`src/rtl/binary_bcd_pkg.sv`:
```
// Shared types and constants for the binary-to-BCD converter.
// Working width and add-3 threshold for the double-dabble network.
package binary_bcd_pkg;

  typedef logic [3:0] bcd_t;

  localparam int WORK_W  = 6;
  localparam int DIGIT_W = 4;
  localparam int SR_W    = WORK_W + 2 * DIGIT_W;

  localparam bcd_t ADD3_TH = 4'd5;
  localparam bcd_t ADD3_K  = 4'd3;

endpackage

```
`src/rtl/bcd_add3.sv`:
```
// Double-dabble nibble cell: adds 3 when the digit is 5 or more,
// so the following left shift carries correctly into the next digit.
module bcd_add3
  import binary_bcd_pkg::*;
(
  input  logic [3:0] in,
  output logic [3:0] out
);

  always_comb begin
    out = in;
    if (in >= ADD3_TH)
      out = in + ADD3_K;
  end

endmodule

```
`src/rtl/binary_to_bcd.sv`:
```
// Registered binary-to-BCD converter (two digits, double-dabble).
// Optional range_err output: define BINARY_BCD_RANGE_CHECK_EN.
module binary_to_bcd
  import binary_bcd_pkg::*;
#(
  parameter int BIN_W   = 5,
  parameter int MAX_VAL = 19
) (
  input  logic             clk,
  input  logic             rst,
  input  logic             in_valid,
  input  logic [BIN_W-1:0] bin,
  output logic [3:0]       bcd_tens,
  output logic [3:0]       bcd_ones,
  output logic             out_valid
`ifdef BINARY_BCD_RANGE_CHECK_EN
  ,
  output logic             range_err
`endif
);

  logic [WORK_W-1:0]          bin_ext;
  logic [WORK_W:0][SR_W-1:0]  stage;
  logic [WORK_W-1:0][SR_W-1:0] adj;
  logic [WORK_W-1:0]          drop_msb;
  bcd_t                       tens_c;
  bcd_t                       ones_c;
  logic                       unused_ok;

  assign bin_ext  = WORK_W'(bin);
  assign stage[0] = {{(2 * DIGIT_W){1'b0}}, bin_ext};

  for (genvar i = 0; i < WORK_W; i++) begin : g_iter
    for (genvar n = 0; n < 2; n++) begin : g_dig
      bcd_add3 u_add3 (
        .in  (stage[i][WORK_W + DIGIT_W * n +: DIGIT_W]),
        .out (adj[i][WORK_W + DIGIT_W * n +: DIGIT_W])
      );
    end
    assign adj[i][WORK_W-1:0] = stage[i][WORK_W-1:0];
    // Inputs never exceed 63, so the bit shifted out of tens is always 0.
    assign drop_msb[i]  = adj[i][SR_W-1];
    assign stage[i + 1] = {adj[i][SR_W-2:0], 1'b0};
  end

  assign tens_c    = stage[WORK_W][SR_W-1 -: DIGIT_W];
  assign ones_c    = stage[WORK_W][WORK_W +: DIGIT_W];
  assign unused_ok = ^{drop_msb, stage[WORK_W][WORK_W-1:0]};

  always_ff @(posedge clk or posedge rst) begin
    if (rst) begin
      bcd_tens  <= '0;
      bcd_ones  <= '0;
      out_valid <= 1'b0;
    end else begin
      out_valid <= in_valid;
      if (in_valid) begin
        bcd_tens <= tens_c;
        bcd_ones <= ones_c;
      end
    end
  end

`ifdef BINARY_BCD_RANGE_CHECK_EN
  localparam logic [WORK_W-1:0] MAX_W = WORK_W'(MAX_VAL);

  always_ff @(posedge clk or posedge rst) begin
    if (rst)
      range_err <= 1'b0;
    else if (in_valid)
      range_err <= (bin_ext > MAX_W);
  end
`endif

endmodule

```
`config.mk`:
```
export PLATFORM = sky130hd
export DESIGN_NAME = binary_to_bcd
export DESIGN_NICKNAME = d
export VERILOG_FILES = /design/src/rtl/binary_bcd_pkg.sv /design/src/rtl/bcd_add3.sv /design/src/rtl/binary_to_bcd.sv
export SDC_FILE = /design/constraint.sdc
export NUM_CORES = 1
export LEC_CHECK = 0
export CAP_MARGIN = 40
export CORE_AREA = 2 2 39 41
export DETAILED_ROUTE_END_ITERATION = 6
export DIE_AREA = 0 0 41 43
export PLACE_DENSITY = 0.66
export RECOVER_POWER = 25
export SYNTH_ARGS = -nofsm -noshare
export SYNTH_HDL_FRONTEND = slang
export SYNTH_SLANG_ARGS = --single-unit
```
`constraint.sdc`:
```
create_clock -name clk -period 2.13 [get_ports clk]
set_input_delay 0.639 -clock clk [delete_from_list [all_inputs] [get_ports clk]]
set_output_delay 0.639 -clock clk [all_outputs]
set_load 0.005 [all_outputs]
```
======== Yosys cells after proc, flatten, opt, wreduce, memory -nomap -nowiden ========
Index checks and enable logic that the tools add are counted.
word-level totals
  flip-flop bits (word level) ............. 9
  bits of input ports ..................... 8
cells by class
  $add $sub $neg .......................... 7
  $lt $le $gt $ge ......................... 7
  multiplexer cells ....................... 7
operators by type and width
  operator                                                           count
  greater-or-equal comparator 4 x 3 -> 1 bit, second input constant  5
  2-to-1 mux 4 bit                                                   4
  adder 4 x 2 -> 4 bit, second input constant                        3
  2-to-1 mux 3 bit                                                   3
  adder 1 x 2 -> 3 bit, second input constant                        2
  adder 3 x 2 -> 3 bit, second input constant                        2
  greater-or-equal comparator 1 x 3 -> 1 bit, second input constant  2

======== Logic depth before layout (Yosys ltp) ========
Gate-level depths: netlist (run 1).
  depth in word-level cells ............... 8
  gate-level depth with buffers ........... 9

======== Hierarchy ========
A second synthesis (run 1) with hierarchy kept.
second synthesis, totals
  cells, all modules ...................... 212
  area, all modules ....................... 1580.3 um^2
modules (own cells, without submodules)
  module         times used  cells each  area each (um^2)  sequential area each (um^2)
  bcd_add3       12          16          101.3             0.0
  binary_to_bcd  1           20          364.1             225.2

======== Worst setup path before layout (run 1) ========
No wires, ideal clock.
  kind .................................... input to register
  start point ............................. input bin[2]
  end point ............................... register bcd_ones[3]
  library setup time ...................... 0.121 ns
  arrival ................................. 2.152 ns
  required time ........................... 2.009 ns
  setup slack ............................. -0.143 ns
  cell stages on the path ................. 9
  buffers on the path ..................... 1
  cells stage by stage .................... clkbuf_1 -> inv_1 -> ha_1 -> inv_1 -> ha_1 -> a21oi_4 -> mux2_4 -> a21bo_1 -> o22a_1
between the ends
  longest elaborated chain between the ends .. 4
  elaborated cells on any way between the ends .. 6
  classes of those cells .................. 2 x add/sub; 2 x order compare; 2 x mux
ends and longest elaborated chain
  item                                                                                       RTL line                        text
  start: declaration                                                                         binary_to_bcd.sv:12             input logic [BIN_W-1:0] bin,
  adder 4 x 2 -> 4 bit / greater-or-equal comparator 4 x 3 -> 1 bit (equally long branches)  bcd_add3.sv:13, bcd_add3.sv:12
  2-to-1 mux 4 bit (*)                                                                       bcd_add3.sv:12                  if (in >= ADD3_TH)
  adder 4 x 2 -> 4 bit / greater-or-equal comparator 4 x 3 -> 1 bit (equally long branches)  bcd_add3.sv:13, bcd_add3.sv:12
  2-to-1 mux 4 bit (*)                                                                       bcd_add3.sv:12
  end signal: assignment                                                                     binary_to_bcd.sv:59             bcd_ones <= ones_c;
  end: declaration                                                                           binary_to_bcd.sv:14             output logic [3:0] bcd_ones,
Every way passes the cells marked *; elsewhere a longest branch is shown, timed or not.
A chain may end at the register's enable or synchronous reset.

======== Worst setup path after layout (run 1) ========
Same ends and word-level chain as after synthesis.

==> results of run 1 <==
==> cell type report <==
class                      instances  area [µm²]
inverter                           6        25.0
multi-input combinational         39         317
timing repair buffer              26         228
fill                             142         593
tap                               16        20.0
clock buffer                       4        26.3
sequential                         7         175
==> cell usage in the layout (no fill, tap or decap), drive strengths merged, types with 3 or more instances in the layout <==
cell,synthesis,layout
ha,3,3
clkdlybuf4s50,0,11
buf,2,12
nor2,6,6
inv,6,6
a31oi,3,3
dfrtp,7,7
mux2,3,3
o21ai,4,4
clkbuf,2,4
==> worst max-delay path, stage by stage <==
cell	delay (ps)
dlygate4sd2_1	300
inv_4	80
ha_4	120
inv_2	40
ha_4	160
a21oi_4	190
mux2_4	330
a21bo_1	190
o22a_1	150
==> registers in the layout, summed over array words and instances, names as in the netlist <==
name,count
bcd_ones,4
bcd_tens,2
out_valid,1
==> layer usage <==
layer / track usage / part of all wire / wire length, µm / up-vias
li1: - / - / - / 248
met1: 0.180 / 0.43 / 447 / 216
met2: 0.206 / 0.50 / 515 / 18
met3: 0.0157 / 0.067 / 69 / 0
met4: 0.0800 / 0 / 0 / 0
met5: 0 / 0 / 0 / -
==> where the power goes <==
part           internal, mW  leakage [nW]  switching (mW)
sequential            0.150        0.0828         0.00761
combinational        0.0980         0.259          0.0630
clock                0.0711        0.0150          0.0424
==> timing repair <==
action | in CTS | in global routing
setup endpoints to repair | 4 | 1
resized for setup | 3 | 1
pin swaps | 0 | 0
buffers inserted | 1 | 0
==> kinds of logic after synthesis <==
family                   count (synthesis)  synth area share
AO/OA/AOI/OAI                           16             0.238
adder cells (fa/ha/maj)                  3            0.0744
AND/OR/NAND/NOR                         12             0.112
XOR/XNOR                                 1            0.0174
multiplexers                             5             0.114
buffers and inverters                   10            0.0893
flip-flops                               7             0.347
other                                    1           0.00744
==> per-stage QoR <==
stage          power, mW  hold slack (ps)  cell area [µm²]
3_5_place_dp       0.319              495              756
3_3_place_gp       0.318              489              756
4_1_cts            0.438              507              787
6_report           0.432              504              791
2_1_floorplan      0.241              442              546
5_1_grt            0.463              523              791
==> worst max path at each step <==
stage | start | endpoint | depth (start not counted)
final | bin[2] | bcd_ones[3]$_DFFE_PP0P_ | 9
after global routing | bin[2] | bcd_ones[3]$_DFFE_PP0P_ | 9
after CTS | bin[2] | bcd_ones[3]$_DFFE_PP0P_ | 9
after detailed placement | bin[2] | bcd_ones[3]$_DFFE_PP0P_ | 9
after global placement | bin[2] | bcd_ones[3]$_DFFE_PP0P_ | 9
after floorplan | bin[2] | bcd_ones[3]$_DFFE_PP0P_ | 9
==> reports/qor_table.md, run 1 <==
| Parameter | Value |
|---|---|
| Status | completed |
| Routed wire length | 1030 µm |
| Fraction of final layout cells sized beyond drive strength 1 | 0.317 |
| Share of the synthesized area in the top cell type | 0.347 |
| Horiz. Die Dim | 41 µm |
| N_diodes | 0 |
| Min-delay src | bcd_ones[0]$_DFFE_PP0P_ |
| Final std cells w/o fill | 98 |
| Flip-flop and latch count after synthesis | 7 |
| Setup TNS Final | 0 ps |
| Number of failing setup endpoints in the final timing report | 0 |
| Maximum clock frequency | 484 MHz |
| Floorplan die area | 1760 µm² |
| Dominant register cell in the synthesized netlist | dfrtp_1 |
| Synth Warn # | 0 |
| Number of sinks on the clock net | 7 |
| Max-Cap Viols | 0 |
| Worst endpoint data arrival time | 2190 ps |
| Core area | 1380 µm² |
| Global-route congestion overflow total | 0 |
| Depth of the most critical reg-to-reg path | 1 |
| Cell area after synthesis | 504 µm² |
| Number of synthesized flops with an enable pin | 0 |
| Static Leakage | 0.356 nW |
| Terminus of the critical flop-to-flop path | bcd_ones[1]$_DFFE_PP0P_ |
| Top cells by instance count after synthesis | dfrtp_1, inv_1, nor2_1, o21ai_0 |
| Tmin final | 2070 ps |
| Fraction of registers with async set or reset after synthesis | 1.00 |
| Cell taking the most area after synthesis | dfrtp_1 |
| Critical path start-end classification | in2reg |
| Avg Cell Area, Syn | 9.17 µm² |
| Portion of the post-synthesis area used by sequential elements | 0.347 |
| Element type at the critical path start | input pin |
| Worst reg2reg setup slack | 1390 ps |
| Number of instances in the placed design | 93 |
| Half-perimeter wire length after placement | 861 µm |
| Die Span Y | 43 µm |
| RSZ-0062 raised after global routing | false |
| DRC violations left | 0 |
| Clk_lat worst skew | 240 ps |
| Effective utilization at floorplan | 0.364 |
| Number of DRC markers in iteration 0 | 5 |
| Clock-pin transition on the worst setup and hold timing paths | 50 ps |
| Cells after synthesis | 55 |
| Routability cong. | 0.781 |
| Wire length of the first global-routing pass | 1680 µm |
| Number of slew-limit violations in the final report | 0 |
| Share of the core filled with cells | 0.571 |
| Cts bufs inserted | 3 |
| Type of the most critical hold path | reg2reg |
| Launching point of the worst reg2reg path | bcd_ones[1]$_DFFE_PP0P_ |
| Area added between synthesis and finish | 56.8% |
| Cell with the most instances after synthesis | dfrtp_1 |
| Place WS | -455 ps |
| Final Skew | 0 ps |
| Port Buffers | 14 |
| Terminating pin of the worst hold path | bcd_ones[0]$_DFFE_PP0P_ |
| Number of top-level design ports | 17 |
| Biggest fanout along the worst timing path | 5 |
| PD cells | 546 nW/µm² |
| Final WS setup | 64.3 ps |
| Root buf cell | clkbuf_4 |
| Vias post-DR | 482 |
| Hold Fails Final Rpt | 0 |
| Count of nets left with antenna violations after detail routing | 0 |
| Number of cells on the worst hold path | 1 |
| Cell types with the largest area share after synthesis | dfrtp_1, ha_1, inv_1 |
| Share of the cycle needed by the critical path after routing | 0.970 |
| Worst voltage drop across the vdd grid | 0.184 mV |
| CTS H-tree depth | 1 |
| Distinct cells, synth | 26 |
| TritonCTS clock tree | done |
| Routed via count divided by cell count | 4.92 |
| Buffer depth of the longest clock path | 2 |
| Row Count | 14 |
| TritonRoute pass-1 iters | 5 |
| Largest net degree at the start of global routing | 12 |
| Final nets | 94 |
| Average wire per standard cell | 10.5 µm |
| Category of the worst setup path capture point | flop |
| Total routing usage reported by global routing | 0.137 |
| Initial antenna violation count | 0 |
| Vias in the first global route | 438 |
| CP Data Required Time | 2260 ps |
| Hold buffers post-CTS | 0 |
No activity file was read; power rests on OpenSTA's default activity.
==> run 2, diff against run 1 <==
--- a/config.mk
+++ b/config.mk
@@ -5,11 +5,13 @@
 export SDC_FILE = /design/constraint.sdc
 export NUM_CORES = 1
 export LEC_CHECK = 0
+export ABC_AREA = 1
 export CAP_MARGIN = 40
-export CORE_AREA = 2 2 39 41
+export CELL_PAD_IN_SITES_DETAIL_PLACEMENT = 0
+export CELL_PAD_IN_SITES_GLOBAL_PLACEMENT = 1
+export CORE_UTILIZATION = 32
 export DETAILED_ROUTE_END_ITERATION = 6
-export DIE_AREA = 0 0 41 43
-export PLACE_DENSITY = 0.66
+export PLACE_DENSITY = 0.77
 export RECOVER_POWER = 25
 export SYNTH_ARGS = -nofsm -noshare
 export SYNTH_HDL_FRONTEND = slang
==> reports/qor_table.md, run 2 <==
| Parameter | Value |
|---|---|
| Share of the synthesized area in the top cell type | 0.345 |
| TritonCTS clock tree | done |
| Buffer depth of the longest clock path | 2 |
| DRC violations left | 0 |
| Hold buffers post-CTS | 0 |
| Largest net degree at the start of global routing | 8 |
| PD cells | 566 nW/µm² |
| Core area | 1490 µm² |
| Root buf cell | clkbuf_4 |
| Fin area | 726 µm² |
| Global-route congestion overflow total | 0 |
| Routed via count divided by cell count | 4.31 |
| Number of failing setup endpoints in the final timing report | 0 |
| Final nets | 99 |
| Initial antenna violation count | 0 |
| Dominant register cell in the synthesized netlist | dfrtp_1 |
| Synth Warn # | 0 |
| Fraction of final layout cells sized beyond drive strength 1 | 0.253 |
| Number of slew-limit violations in the final report | 0 |
| Fraction of registers with async set or reset after synthesis | 1.00 |
| Distinct cells, synth | 16 |
| Number of synthesized flops with an enable pin | 0 |
| Worst voltage drop across the vdd grid | 0.150 mV |
| TritonRoute pass-1 iters | 3 |
| Vias in the first global route | 433 |
| Overall power after layout | 411 µW |
| Wire length of the first global-routing pass | 1680 µm |
| Cell with the most instances after synthesis | nand2_1 |
| Top cells by instance count after synthesis | nand2_1, inv_1, dfrtp_1, nand2_4, nand3_1 |
| Die Span Y | 41.8 µm |
| Cts bufs inserted | 3 |
| Status | completed |
| Commonest cells after routing, fill and taps aside | nand2_1, clkdlybuf4s50_1, inv_1, dfrtp_1 |
| Routability cong. | 0.707 |
| Terminus of the critical flop-to-flop path | bcd_tens[1]$_DFFE_PP0P_ |
| Routed wire length | 892 µm |
| Number of cells on the worst hold path | 2 |
| Area added between synthesis and finish | 42.9% |
| Horiz. Die Dim | 41.8 µm |
| Maximum clock frequency | 538 MHz |
| Avg Cell Area, Syn | 7.82 µm² |
| Portion of the post-synthesis area used by sequential elements | 0.345 |
| Sequential cell fraction of total power | 0.382 |
| Average wire per standard cell | 8.66 µm |
| CTS H-tree depth | 1 |
| Net switching share of the total power | 0.283 |
| Cells after synthesis | 65 |
| Half-perimeter wire length after placement | 771 µm |
| Clk_lat worst skew | 240 ps |
| Terminating pin of the worst hold path | bcd_ones[0]$_DFFE_PP0P_ |
| Share of the cycle needed by the critical path after routing | 0.872 |
| Cell taking the most area after synthesis | dfrtp_1 |
| Port Buffers | 14 |
| Total routing usage reported by global routing | 0.129 |
| Element type at the critical path start | input pin |
| Count of nets left with antenna violations after detail routing | 0 |
| Row Count | 14 |
| Vias post-DR | 444 |
| Cell area after synthesis | 508 µm² |
| Floorplan die area | 1750 µm² |
| Biggest fanout along the worst timing path | 4 |
| Internal power | 295 µW |
| Cell types with the largest area share after synthesis | dfrtp_1, nand2_1, nand2_4 |
| Type of the most critical hold path | reg2reg |
| Final Skew | 0 ps |
| Part of the power in the clock network | 0.275 |
| Flip-flop and latch count after synthesis | 7 |
| Depth of the most critical reg-to-reg path | 2 |
| Switching Power | 116 µW |
| Effective utilization at floorplan | 0.341 |
| N_diodes | 0 |
| Worst reg2reg setup slack | 1510 ps |
| RSZ-0062 raised after global routing | false |
| Critical path start-end classification | in2reg |
| Largest register by flop count | bcd_ones |
| Number of sinks on the clock net | 7 |
| Number of flip-flops under the largest register name | 4 |
| Leading cell type in the layout, fill and taps excluded | nand2_1 |
| Static Leakage | 0.407 nW |
| Min-delay src | bcd_ones[0]$_DFFE_PP0P_ |
| Launching point of the worst reg2reg path | bcd_tens[1]$_DFFE_PP0P_ |
| CP Data Required Time | 2260 ps |
| Biggest regs | bcd_ones: 4 flops, bcd_tens: 2 flops, out_valid: 1 flops |
| Number of DRC markers in iteration 0 | 4 |
| Clock-pin transition on the worst setup and hold timing paths | 50 ps |
| Number of top-level design ports | 17 |
| Category of the worst setup path capture point | flop |
| Tmin final | 1860 ps |
| Hold Fails Final Rpt | 0 |
| Max-Cap Viols | 0 |
| Worst endpoint data arrival time | 1990 ps |
| Part of the power in combinational logic | 0.343 |
| Cell area after placement | 687 µm² |
-- run 2: final cells by class --
type	instances	area, µm²
flip-flops and latches	7	175
well taps	16	20.0
multi-input cells	46	280
fillers	161	763
clock buffers	4	26.3
inverters	11	41.3
repair buffers	19	183
-- run 2: cell families after synthesis --
group                    after synthesis  share of synthesized area
AO/OA/AOI/OAI                          4                     0.0566
adder cells (fa/ha/maj)                3                     0.0739
buffers and inverters                 13                      0.111
flip-flops                             7                      0.345
other                                  1                    0.00738
AND/OR/NAND/NOR                       37                      0.406
-- run 2: what timing repair did --
action | CTS | global route
endpoints found under the setup margin | 0 | 4
buffers inserted | 0 | 1
gates resized for setup | 0 | 4
-- run 2: through the flow --
step	cells	TNS [ps]	hold WS, ps	utilization	setup WS [ps]
floorplan	66	0	442	-	320
global placement	98	-569	460	0.461	-172
detailed placement	98	-738	464	0.461	-213
CTS	102	0	474	0.479	46.1
global route	103	0	507	0.487	131
finish	103	0	471	0.487	273
-- run 2: per-layer routing --
layer | wire length [µm] | vias up | GRT usage
met4 | 13 | 0 | 0.116
li1 | - | 242 | -
met5 | 0 | - | 0
met2 | 470 | 13 | 0.206
met1 | 356 | 187 | 0.142
met3 | 52 | 2 | 0.0261
-- run 2: worst max path at each step --
stage	slack (ps)	to	start	cells past startpoint
3_3_place_gp	-170	bcd_ones[1]$_DFFE_PP0P_	bin[2]	14
2_1_floorplan	320	bcd_tens[0]$_DFFE_PP0P_	bin[2]	10
3_5_place_dp	-210	bcd_ones[2]$_DFFE_PP0P_	bin[2]	14
4_1_cts	50	bcd_ones[2]$_DFFE_PP0P_	bin[2]	14
5_1_grt	130	bcd_ones[1]$_DFFE_PP0P_	bin[4]	12
6_report	270	bcd_ones[2]$_DFFE_PP0P_	bin[4]	12
-- run 2: critical path: stages --
cell,delay [ps]
clkdlybuf4s50_1,430
ha_1,240
inv_2,100
nand2_4,80
nand2_4,70
nand3_4,80
nand2_4,100
nand2_4,50
nand2_1,50
nand2_1,50
nand2_1,50
nand2_1,50
-- run 2: power by group through the flow --
stage | clock network [mW] | registers [mW] | logic [mW]
6_report | 0.113 | 0.157 | 0.141
5_1_grt | 0.124 | 0.160 | 0.158
4_1_cts | 0.120 | 0.157 | 0.141
3_5_place_dp | 0 | 0.159 | 0.141
3_3_place_gp | 0 | 0.159 | 0.139
2_1_floorplan | 0 | 0.161 | 0.0753
